--- config.mk ---
export PLATFORM = sky130hd
export DESIGN_NAME = axi_ram_port
export DESIGN_NICKNAME = d
export VERILOG_FILES = /design/src/rtl/axi_ram_pkg.sv /design/src/rtl/axi_ram_addr_gen.sv /design/src/rtl/axi_ram_port.sv
export SDC_FILE = /design/constraint.sdc
export NUM_CORES = 1
export LEC_CHECK = 0
export ABC_AREA = 1
export BUFFER_PORTS_ARGS = -buffer_cell sky130_fd_sc_hd__buf_2
export CAP_MARGIN = 40
export CORE_AREA = 2 2 285 287
export CTS_CLUSTER_SIZE = 12
export DETAILED_ROUTE_END_ITERATION = 8
export DIE_AREA = 0 0 287 289
export SLEW_MARGIN = 25
export SYNTH_ARGS = -nofsm -noshare
export SYNTH_HDL_FRONTEND = slang
export SYNTH_HIERARCHICAL = 1
export SYNTH_SLANG_ARGS = --single-unit
--- constraint.sdc ---
create_clock -name clk -period 1.85 [get_ports clk]
set_input_delay 0.185 -clock clk [delete_from_list [all_inputs] [get_ports clk]]
set_output_delay 0.185 -clock clk [all_outputs]
set_load 0.02 [all_outputs]
--- src/rtl/axi_ram_pkg.sv ---
// Shared types and constants for the AXI4 slave to flat memory port bridge.
// Bus-geometry helpers take the data width so every instance derives its own.
package axi_ram_pkg;

    typedef enum logic [1:0] {
        BURST_FIXED = 2'd0,
        BURST_INCR  = 2'd1,
        BURST_WRAP  = 2'd2
    } burst_e;

    localparam logic [1:0] RESP_OKAY   = 2'b00;
    localparam logic [1:0] RESP_SLVERR = 2'b10;

    typedef enum logic [1:0] {
        W_IDLE,
        W_DATA,
        W_RESP
    } w_state_e;

    typedef enum logic {
        R_IDLE,
        R_BURST
    } r_state_e;

    function automatic int unsigned beat_bytes(input int unsigned width);
        return width / 8;
    endfunction

    function automatic int unsigned offset_bits(input int unsigned width);
        return $clog2(width / 8);
    endfunction

    localparam int unsigned DEFAULT_AXI_WIDTH = 128;
    localparam int unsigned BEAT_BYTES        = beat_bytes(DEFAULT_AXI_WIDTH);
    localparam int unsigned OFFSET_BITS       = offset_bits(DEFAULT_AXI_WIDTH);

endpackage

--- src/rtl/axi_ram_addr_gen.sv ---
// Per-channel burst address walker: current address, beat counter and last-beat flag.
// WRAP and reserved bursts are walked as INCR; only FIXED holds the address.
module axi_ram_addr_gen #(
    parameter int ADDR_WIDTH  = 32,
    parameter int OFFSET_BITS = 4
) (
    input  logic                  clk,
    input  logic                  rst,
    input  logic                  load_i,
    input  logic [ADDR_WIDTH-1:0] addr_i,
    input  logic [7:0]            len_i,
    input  logic                  fixed_i,
    input  logic                  advance_i,
    output logic [ADDR_WIDTH-1:0] mem_addr_o,
    output logic                  last_o
);

    localparam logic [ADDR_WIDTH-1:0] BEAT_INC = ADDR_WIDTH'(1) << OFFSET_BITS;

    logic [ADDR_WIDTH-1:0] addr_q, addr_d;
    logic [7:0]            cnt_q, cnt_d;
    logic [7:0]            len_q, len_d;
    logic                  fixed_q, fixed_d;

    always_comb begin
        addr_d  = addr_q;
        cnt_d   = cnt_q;
        len_d   = len_q;
        fixed_d = fixed_q;
        if (load_i) begin
            addr_d  = addr_i;
            cnt_d   = '0;
            len_d   = len_i;
            fixed_d = fixed_i;
        end else if (advance_i) begin
            cnt_d = cnt_q + 8'd1;
            if (!fixed_q) begin
                addr_d = addr_q + BEAT_INC;
            end
        end
    end

    always_ff @(posedge clk) begin
        if (rst) begin
            addr_q  <= '0;
            cnt_q   <= '0;
            len_q   <= '0;
            fixed_q <= 1'b0;
        end else begin
            addr_q  <= addr_d;
            cnt_q   <= cnt_d;
            len_q   <= len_d;
            fixed_q <= fixed_d;
        end
    end

    assign mem_addr_o = {addr_q[ADDR_WIDTH-1:OFFSET_BITS], {OFFSET_BITS{1'b0}}};
    assign last_o     = (cnt_q == len_q);

endmodule

--- src/rtl/axi_ram_port.sv ---
// AXI4 full slave terminating onto a flat byte-addressed memory port.
// Independent write (zero-latency pass-through) and read (single output register) engines.
module axi_ram_port
    import axi_ram_pkg::*;
#(
    parameter int AXI_WIDTH      = 128,
    parameter int AXI_ADDR_WIDTH = 32,
    parameter int AXI_ID_WIDTH   = 6
) (
    input  logic                      clk,
    input  logic                      rst,
    input  logic [AXI_ID_WIDTH-1:0]   s_axi_awid,
    input  logic [AXI_ADDR_WIDTH-1:0] s_axi_awaddr,
    input  logic [7:0]                s_axi_awlen,
    input  logic [2:0]                s_axi_awsize,
    input  logic [1:0]                s_axi_awburst,
    input  logic                      s_axi_awvalid,
    output logic                      s_axi_awready,
    input  logic [AXI_WIDTH-1:0]      s_axi_wdata,
    input  logic [AXI_WIDTH/8-1:0]    s_axi_wstrb,
    input  logic                      s_axi_wlast,
    input  logic                      s_axi_wvalid,
    output logic                      s_axi_wready,
    output logic [AXI_ID_WIDTH-1:0]   s_axi_bid,
    output logic [1:0]                s_axi_bresp,
    output logic                      s_axi_bvalid,
    input  logic                      s_axi_bready,
    input  logic [AXI_ID_WIDTH-1:0]   s_axi_arid,
    input  logic [AXI_ADDR_WIDTH-1:0] s_axi_araddr,
    input  logic [7:0]                s_axi_arlen,
    input  logic [2:0]                s_axi_arsize,
    input  logic [1:0]                s_axi_arburst,
    input  logic                      s_axi_arvalid,
    output logic                      s_axi_arready,
    output logic [AXI_ID_WIDTH-1:0]   s_axi_rid,
    output logic [AXI_WIDTH-1:0]      s_axi_rdata,
    output logic [1:0]                s_axi_rresp,
    output logic                      s_axi_rlast,
    output logic                      s_axi_rvalid,
    input  logic                      s_axi_rready,
    output logic                      mem_ren,
    output logic [AXI_ADDR_WIDTH-1:0] mem_raddr,
    input  logic [AXI_WIDTH-1:0]      mem_rdata,
    output logic                      mem_wen,
    output logic [AXI_ADDR_WIDTH-1:0] mem_waddr,
    output logic [AXI_WIDTH-1:0]      mem_wdata,
    output logic [AXI_WIDTH/8-1:0]    mem_wstrb
);

    localparam int         OFF_BITS  = int'(offset_bits(AXI_WIDTH));
    localparam logic [2:0] SIZE_FULL = 3'(OFF_BITS);

    // ---------------- write channel ----------------
    w_state_e                w_state_q, w_state_d;
    logic [AXI_ID_WIDTH-1:0] wid_q, wid_d;
    logic                    werr_q, werr_d;
    logic                    aw_load, w_adv, w_last_beat;

    axi_ram_addr_gen #(.ADDR_WIDTH(AXI_ADDR_WIDTH), .OFFSET_BITS(OFF_BITS)) u_wgen (
        .clk        (clk),
        .rst        (rst),
        .load_i     (aw_load),
        .addr_i     (s_axi_awaddr),
        .len_i      (s_axi_awlen),
        .fixed_i    (s_axi_awburst == BURST_FIXED),
        .advance_i  (w_adv),
        .mem_addr_o (mem_waddr),
        .last_o     (w_last_beat)
    );

    always_comb begin
        w_state_d     = w_state_q;
        wid_d         = wid_q;
        werr_d        = werr_q;
        aw_load       = 1'b0;
        w_adv         = 1'b0;
        s_axi_awready = 1'b0;
        s_axi_wready  = 1'b0;
        s_axi_bvalid  = 1'b0;
        mem_wen       = 1'b0;
        case (w_state_q)
            W_IDLE: begin
                s_axi_awready = 1'b1;
                if (s_axi_awvalid) begin
                    aw_load   = 1'b1;
                    wid_d     = s_axi_awid;
                    werr_d    = s_axi_awburst[1] || (s_axi_awsize != SIZE_FULL);
                    w_state_d = W_DATA;
                end
            end
            W_DATA: begin
                s_axi_wready = 1'b1;
                if (s_axi_wvalid) begin
                    mem_wen = 1'b1;
                    w_adv   = 1'b1;
                    // Whichever of wlast / awlen arrives first closes the burst.
                    if (s_axi_wlast || w_last_beat) begin
                        w_state_d = W_RESP;
                        if (s_axi_wlast != w_last_beat) begin
                            werr_d = 1'b1;
                        end
                    end
                end
            end
            W_RESP: begin
                s_axi_bvalid = 1'b1;
                if (s_axi_bready) begin
                    w_state_d = W_IDLE;
                end
            end
            default: w_state_d = W_IDLE;
        endcase
    end

    always_ff @(posedge clk) begin
        if (rst) begin
            w_state_q <= W_IDLE;
            wid_q     <= '0;
            werr_q    <= 1'b0;
        end else begin
            w_state_q <= w_state_d;
            wid_q     <= wid_d;
            werr_q    <= werr_d;
        end
    end

    assign s_axi_bid   = wid_q;
    assign s_axi_bresp = werr_q ? RESP_SLVERR : RESP_OKAY;
    assign mem_wdata   = mem_wen ? s_axi_wdata : '0;
    assign mem_wstrb   = mem_wen ? s_axi_wstrb : '0;

    // ---------------- read channel ----------------
    r_state_e                r_state_q, r_state_d;
    logic [AXI_ID_WIDTH-1:0] rid_q, rid_d;
    logic                    rerr_q, rerr_d;
    logic                    rpend_q, rpend_d;
    logic                    rvalid_q, rvalid_d;
    logic                    rlast_q, rlast_d;
    logic [AXI_WIDTH-1:0]    rdata_q, rdata_d;
    logic                    ar_load, r_adv, r_last_beat;

    axi_ram_addr_gen #(.ADDR_WIDTH(AXI_ADDR_WIDTH), .OFFSET_BITS(OFF_BITS)) u_rgen (
        .clk        (clk),
        .rst        (rst),
        .load_i     (ar_load),
        .addr_i     (s_axi_araddr),
        .len_i      (s_axi_arlen),
        .fixed_i    (s_axi_arburst == BURST_FIXED),
        .advance_i  (r_adv),
        .mem_addr_o (mem_raddr),
        .last_o     (r_last_beat)
    );

    always_comb begin
        r_state_d     = r_state_q;
        rid_d         = rid_q;
        rerr_d        = rerr_q;
        rpend_d       = rpend_q;
        rvalid_d      = rvalid_q;
        rlast_d       = rlast_q;
        rdata_d       = rdata_q;
        ar_load       = 1'b0;
        r_adv         = 1'b0;
        s_axi_arready = 1'b0;
        mem_ren       = 1'b0;
        case (r_state_q)
            R_IDLE: begin
                s_axi_arready = 1'b1;
                if (s_axi_arvalid) begin
                    ar_load   = 1'b1;
                    rid_d     = s_axi_arid;
                    rerr_d    = s_axi_arburst[1] || (s_axi_arsize != SIZE_FULL);
                    rpend_d   = 1'b1;
                    r_state_d = R_BURST;
                end
            end
            R_BURST: begin
                if (rvalid_q && s_axi_rready) begin
                    rvalid_d = 1'b0;
                end
                // Refill only when the output register is free or draining this cycle.
                if ((!rvalid_q || s_axi_rready) && rpend_q) begin
                    mem_ren  = 1'b1;
                    r_adv    = 1'b1;
                    rdata_d  = mem_rdata;
                    rlast_d  = r_last_beat;
                    rvalid_d = 1'b1;
                    if (r_last_beat) begin
                        rpend_d = 1'b0;
                    end
                end
                if (rvalid_q && s_axi_rready && rlast_q) begin
                    r_state_d = R_IDLE;
                end
            end
            default: r_state_d = R_IDLE;
        endcase
    end

    always_ff @(posedge clk) begin
        if (rst) begin
            r_state_q <= R_IDLE;
            rid_q     <= '0;
            rerr_q    <= 1'b0;
            rpend_q   <= 1'b0;
            rvalid_q  <= 1'b0;
            rlast_q   <= 1'b0;
            rdata_q   <= '0;
        end else begin
            r_state_q <= r_state_d;
            rid_q     <= rid_d;
            rerr_q    <= rerr_d;
            rpend_q   <= rpend_d;
            rvalid_q  <= rvalid_d;
            rlast_q   <= rlast_d;
            rdata_q   <= rdata_d;
        end
    end

    assign s_axi_rid    = rid_q;
    assign s_axi_rdata  = rdata_q;
    assign s_axi_rresp  = rerr_q ? RESP_SLVERR : RESP_OKAY;
    assign s_axi_rlast  = rlast_q;
    assign s_axi_rvalid = rvalid_q;

endmodule

Word-level counts from Yosys, hierarchy flattened --
Cells that the tools add are included.
Cells by class: add/sub/neg operators 4, equal/unequal tests 17, multiplexer cells 40, bitwise gates (word level) 1, reduce and logical (&&, ||, !) cells 26
Operators by type and width (number):
- $mux W32 | 6
- $mux W128 | 1
- $add A32 B5 Y32 const B | 2
- $mux W1 | 22
- $add A8 B1 Y8 const B | 2
- $eq A8 B8 Y1 | 2
- $mux W16 | 1
- $ne A2 B2 Y1 const B | 8
- $mux W2 | 6
- $reduce_and A2 Y1 | 6
- $reduce_bool A2 Y1 | 4
- $logic_not A2 Y1 | 3
- $ne A3 B3 Y1 const B | 2
- $pmux W1 S2 | 3
- $pmux W2 S3 | 1
- $reduce_and A5 Y1 | 1
- $logic_or A1 B1 Y1 | 4
- $ne A2 B1 Y1 const B | 2
- $reduce_and A4 Y1 | 1
- $reduce_or A2 Y1 | 2
- $logic_and A1 B1 Y1 | 3
- $reduce_and A3 Y1 | 1
- $eq A2 B1 Y1 const B | 1
- $eq A2 B2 Y1 const B | 1
- other kinds (3) | 3
Storage, ports and cells: register bits after elaboration 246, input port bits 382, output and inout port bits 360, logic and storage cells 106

Logic depth before layout (Yosys ltp) --
depth after elaboration 7, depth in mapped cells 14, gate-level depth less buffers 13

Modules after synthesis --
The synthesis kept the hierarchy.
Modules (own cells, without submodules):
- axi_ram_port | instances 1, cells an instance 979, area an instance 6642.6 µm², seq. area each 2962.8 µm²
- axi_ram_addr_gen at u_wgen | instances 1, cells an instance 415, area an instance 2708.8 µm², seq. area each 900.9 µm²
- axi_ram_addr_gen at u_rgen | instances 1, cells an instance 413, area an instance 2670.1 µm², seq. area each 900.9 µm²

Worst setup path after synthesis --
OpenSTA, ideal clock, no wires.
path kind register to register, start register rvalid_q, in the netlist s_axi_rvalid, end register u_rgen.addr_q[16], setup time 0.128 ns, data arrival time 1.684 ns, data required time 1.722 ns, setup slack 0.038 ns, cell stages (with the launch flop) 11, buffers on the path 1, cells stage by stage dfxtp_1 > nand2_1 > nand2_2 > inv_2 > buf_2 > inv_2 > nor2_8 > nand2_2 > clkinv_1 > a31oi_1 > nor2_1
On the way: cells in the longest elaborated chain, start to end 7
Ends and longest elaborated chain:
- start: declaration | line axi_ram_port.sv:137 | logic rvalid_q, rvalid_d;
- start signal: assignment | line axi_ram_port.sv:214 | rvalid_q <= rvalid_d;
- $logic_not A1 Y1 | line axi_ram_port.sv:182 | if ((!rvalid_q || s_axi_rready) && rpend_q) begin
- $logic_or A1 B1 Y1 | line axi_ram_port.sv:182
- $logic_and A1 B1 Y1 | line axi_ram_port.sv:182
- $mux W1 (2 in series)
- net mem_ren | line axi_ram_port.sv:41 | output logic mem_ren,
- $reduce_bool A2 Y1 (no line)
- $reduce_and A2 Y1 (no line)
- end signal: assignment | line axi_ram_addr_gen.sv:50 | addr_q <= addr_d;
- end: declaration | line axi_ram_addr_gen.sv:20 | logic [ADDR_WIDTH-1:0] addr_q, addr_d;
The timed path passes the listed nets, and every way through them passes these cells. A chain may end at the register's enable or synchronous reset.

Worst setup path in the final report --
start register w_state_q[0], end output mem_wdata[124]
On the way: cells in the longest elaborated chain, start to end 3
Ends and longest elaborated chain:
- start: declaration | line axi_ram_port.sv:54 | w_state_e w_state_q, w_state_d;
- start signal: assignment | line axi_ram_port.sv:121 | w_state_q <= w_state_d;
- $eq A2 B1 Y1 | line axi_ram_port.sv:81 | case (w_state_q)
- $mux W1 | line axi_ram_port.sv:81
- $mux W128 | line axi_ram_port.sv:129 | assign mem_wdata = mem_wen ? s_axi_wdata : '0;
- end: declaration | line axi_ram_port.sv:46 | output logic [AXI_WIDTH-1:0] mem_wdata,
Every way passes these cells.

==> reports/results.ini <==
[routing]
routedWlPerCell_um=19.49
vias=15710
drt_wl_total_um=75500
drtIter0Drc=1017
detail_route.vias_per_cell=4.055
drt_first_pass_iters=5
ant_nets=0
drcViolationCount=0

[logic_synthesis]
ys_warn_count=6
syn_area_mm2=0.01202
syn-instance-count=1807
ys.flop_type=dfxtp_1
ys_seq_elements=238
yosysSeqAreaShare=0.3963
synth_top_family_by_area=simple AND/OR/NAND/NOR gates
synth-simple-area-share=0.3301
synth_xor_area_frac=0.02113
synth_compound_area_frac=0.1265
synth-edff-count=0
ys_types=44
synth_adder_area_share=0.005204
ys_async_sr_fraction=0
synthMuxAreaShare=0
syn_avg_cell_area_um2=6.653

[timing]
period_needed_ps=2097
finalCritPeriodShare=1.134
setup_violations=143
timing.fmax_ghz=0.4768
finalWorstSetupSlack_ps=-247.3
finClkSkew_ps=9.534
slew_viol_final=0
grt_setup_unrepaired=true
hold_violations=0
setup_tns_ps=-24250
hold-worst-slack_ps=33.00

[clock_tree]
htreeDepth=2
path_clk_slew_ps=50
cts_tree=yes
cts_buffer_depth=3
cts_buffers=34
clock_latency_ps=540
clockRootBuffer=clkbuf_16
clock_sinks=238

[critical_path]
rrSetupSlack_ps=100
worstPathArrival_ps=1910
r2r_end=u_rgen/addr_q[24]
cp_data_required_time_ps=1660
worstSetupPathDepth=8
worst-path-buf-inv=5
start_kind=register
worstReg2RegStart=r_state_q
cp_cell_sequence=inv_2 -> nor2_4 -> inv_4 -> nor2_8 -> buf_4 -> inv_6 -> nor2_2 -> buf_2
r2r_cells=11
startpoint=w_state_q[0]
crit_path_max_incr_delay_ps=340
crit_end=mem_wdata[124]
critPathMaxFanout=7
end_kind=output pin
critical_path.slowest_cell=dfxtp_2
crit_family=buffers and inverters
critPathKind=register to output pin

[floorplan]
dieArea_mm2=0.08294
die_w_um=287
initial_core_util=0.1505
io_pins=742
fp.dieH_um=289
fp-row-count=104
core_mm2=0.07990

[flow_run]
drv_cap=0

[final_layout]
n_fill_cell=8680
instances_no_fill=3874
drive_above_1_share=0.3658
regArea_mm2=0.004767
synthToLayoutAreaGrowth_pct=80.58
multiInputGateArea_mm2=0.006225
finalNetCount=3145

[grt]
grt_use_met2=0.2746
grt_overflow=0
grt_max_degree=105
use_met3=0.04598
antenna_found_initial=61
grt_pass1_wl_um=100500
use_met1=0.1905
grt_use_total=0.1670
grt-busiest-layer=met2
grt_pass1_vias=14670

[place]
place_hpwl_um=57940
place_ws_ps=-137.4
dp.cells=3565
gp_congestion=1.023
port_buffers=723

[power_and_ir_drop]
p_leak_nw=10.29
pwr_density_cell_mw_per_mm2=781.6
power_w=0.01697
irDropWorstVdd_uv=639.3

[run_status]
violations=negative setup slack
run_status=complete, but fails checks

[worst_hold_path]
hold_path_class=primary input to register

[cell usage in the layout, fill, tap and decap left out, drive strengths merged, types with 2 or more instances in the layout]
master / netlist / layout
ha: 5 / 5
nand3b: 4 / 4
nand3: 60 / 60
xnor2: 18 / 18
diode: 0 / 31
a31oi: 16 / 16
clkinv: 2 / 5
xor2: 11 / 11
dlygate4sd3: 0 / 198
nand2: 231 / 231
a22o: 5 / 5
dfxtp: 238 / 238
o21ai: 195 / 195
a21oi: 58 / 58
a22oi: 7 / 7
nand4: 7 / 7
buf: 60 / 799
nor2: 589 / 589
nor3: 13 / 13
inv: 238 / 242
clkinvlp: 0 / 2
clkbuf: 35 / 51
conb: 3 / 10
bufinv: 0 / 6
or2: 3 / 3
[kinds of logic after synthesis]
logic type               Yosys count
buffers and inverters            335
AND/OR/NAND/NOR                  910
XOR/XNOR                          29
flip-flops                       238
other                              3
AO/OA/AOI/OAI                    287
adder cells (fa/ha/maj)            5
[where the power goes]
group	internal [W]	leakage, nW	switching, W
registers	0.00545	1.95	0.000278
clock network	0.00471	0.608	0.00270
logic	0.00158	7.74	0.00224
[timing repair]
action | CTS | global route
endpoints found under the hold margin | 198 | 0
gates cloned | 4 | 3
resized for setup | 255 | 83
setup buffers | 5 | 6
hold buffers | 199 | 0
setup endpoints to repair | 163 | 170
pin swaps | 3 | 3
[Yosys cell counts, drive strengths merged (2+ instances only)]
cell type    n  area [um2]
a31oi       16       100.1
inv        238       895.9
a22oi        7       52.55
buf         60       404.1
clkinv       2       7.510
nor3        13       65.06
o21ai      195       975.9
a21oi       58       301.5
nand3       60       300.3
xnor2       18       157.7
a22o         5       43.79
xor2        11       96.34
clkbuf      35       132.6
or2          3       18.77
dfxtp      238        4765
nand2      231       919.6
ha           5       62.56
nand4        7       43.79
nand3b       4       30.03
conb         3       11.26
nor2       589        2571
[layer usage]
metal	share of wire	wire, um
met3	0.083	6252
met1	0.38	28670
met5	0.0014	105
met2	0.47	35350
met4	0.068	5126
[sequential cells by signal, summed over array words and instances, names as in the netlist]
register	count
r_state_q	1
rerr_q	1
rpend_q	1
s_axi_bid	6
s_axi_rdata	128
s_axi_rid	6
s_axi_rlast	1
s_axi_rvalid	1
u_rgen/addr_q	28
u_rgen/cnt_q	8
u_rgen/fixed_q	1
u_rgen/len_q	8
u_wgen/addr_q	28
u_wgen/cnt_q	8
u_wgen/fixed_q	1
u_wgen/len_q	8
w_state_q	2
werr_q	1
[worst min-delay path, cell delays in order]
cell     delay [ps]
buf_2           110
o21ai_0          90
nor3b_1         130
[worst min path at each step]
stage | end | from | slack, ps | depth (start not counted)
final | w_state_q[1] | s_axi_bready | 30 | 3
after global routing | s_axi_rid[3] | s_axi_arid[3] | 30 | 3
after CTS | w_state_q[1] | s_axi_bready | 2 | 3
after detailed placement | u_rgen/len_q[6] | s_axi_arlen[6] | 410 | 3
after global placement | u_rgen/len_q[5] | s_axi_arlen[5] | 410 | 3
after floorplan | r_state_q | rst | 250 | 1
[stage by stage]
stage,utilization,cell area [um2]
after detailed placement,0.2133,17040
after global routing,0.2716,21700
after floorplan,-,12050
after global placement,0.2133,17040
after CTS,0.2655,21210
final,0.2717,21710
[cell type report]
type / count / share of cell area
multi-input cells: 1241 / 0.2867
well taps: 1060 / 0.06110
clock buffers: 49 / 0.04749
inverters: 240 / 0.04259
flip-flops and latches: 238 / 0.2196
clock inverters: 12 / 0.01009
repair inverters: 3 / 0.002248
diodes: 31 / 0.003573
repair buffers: 1000 / 0.3266
Power figures use the tool's default switching activity.
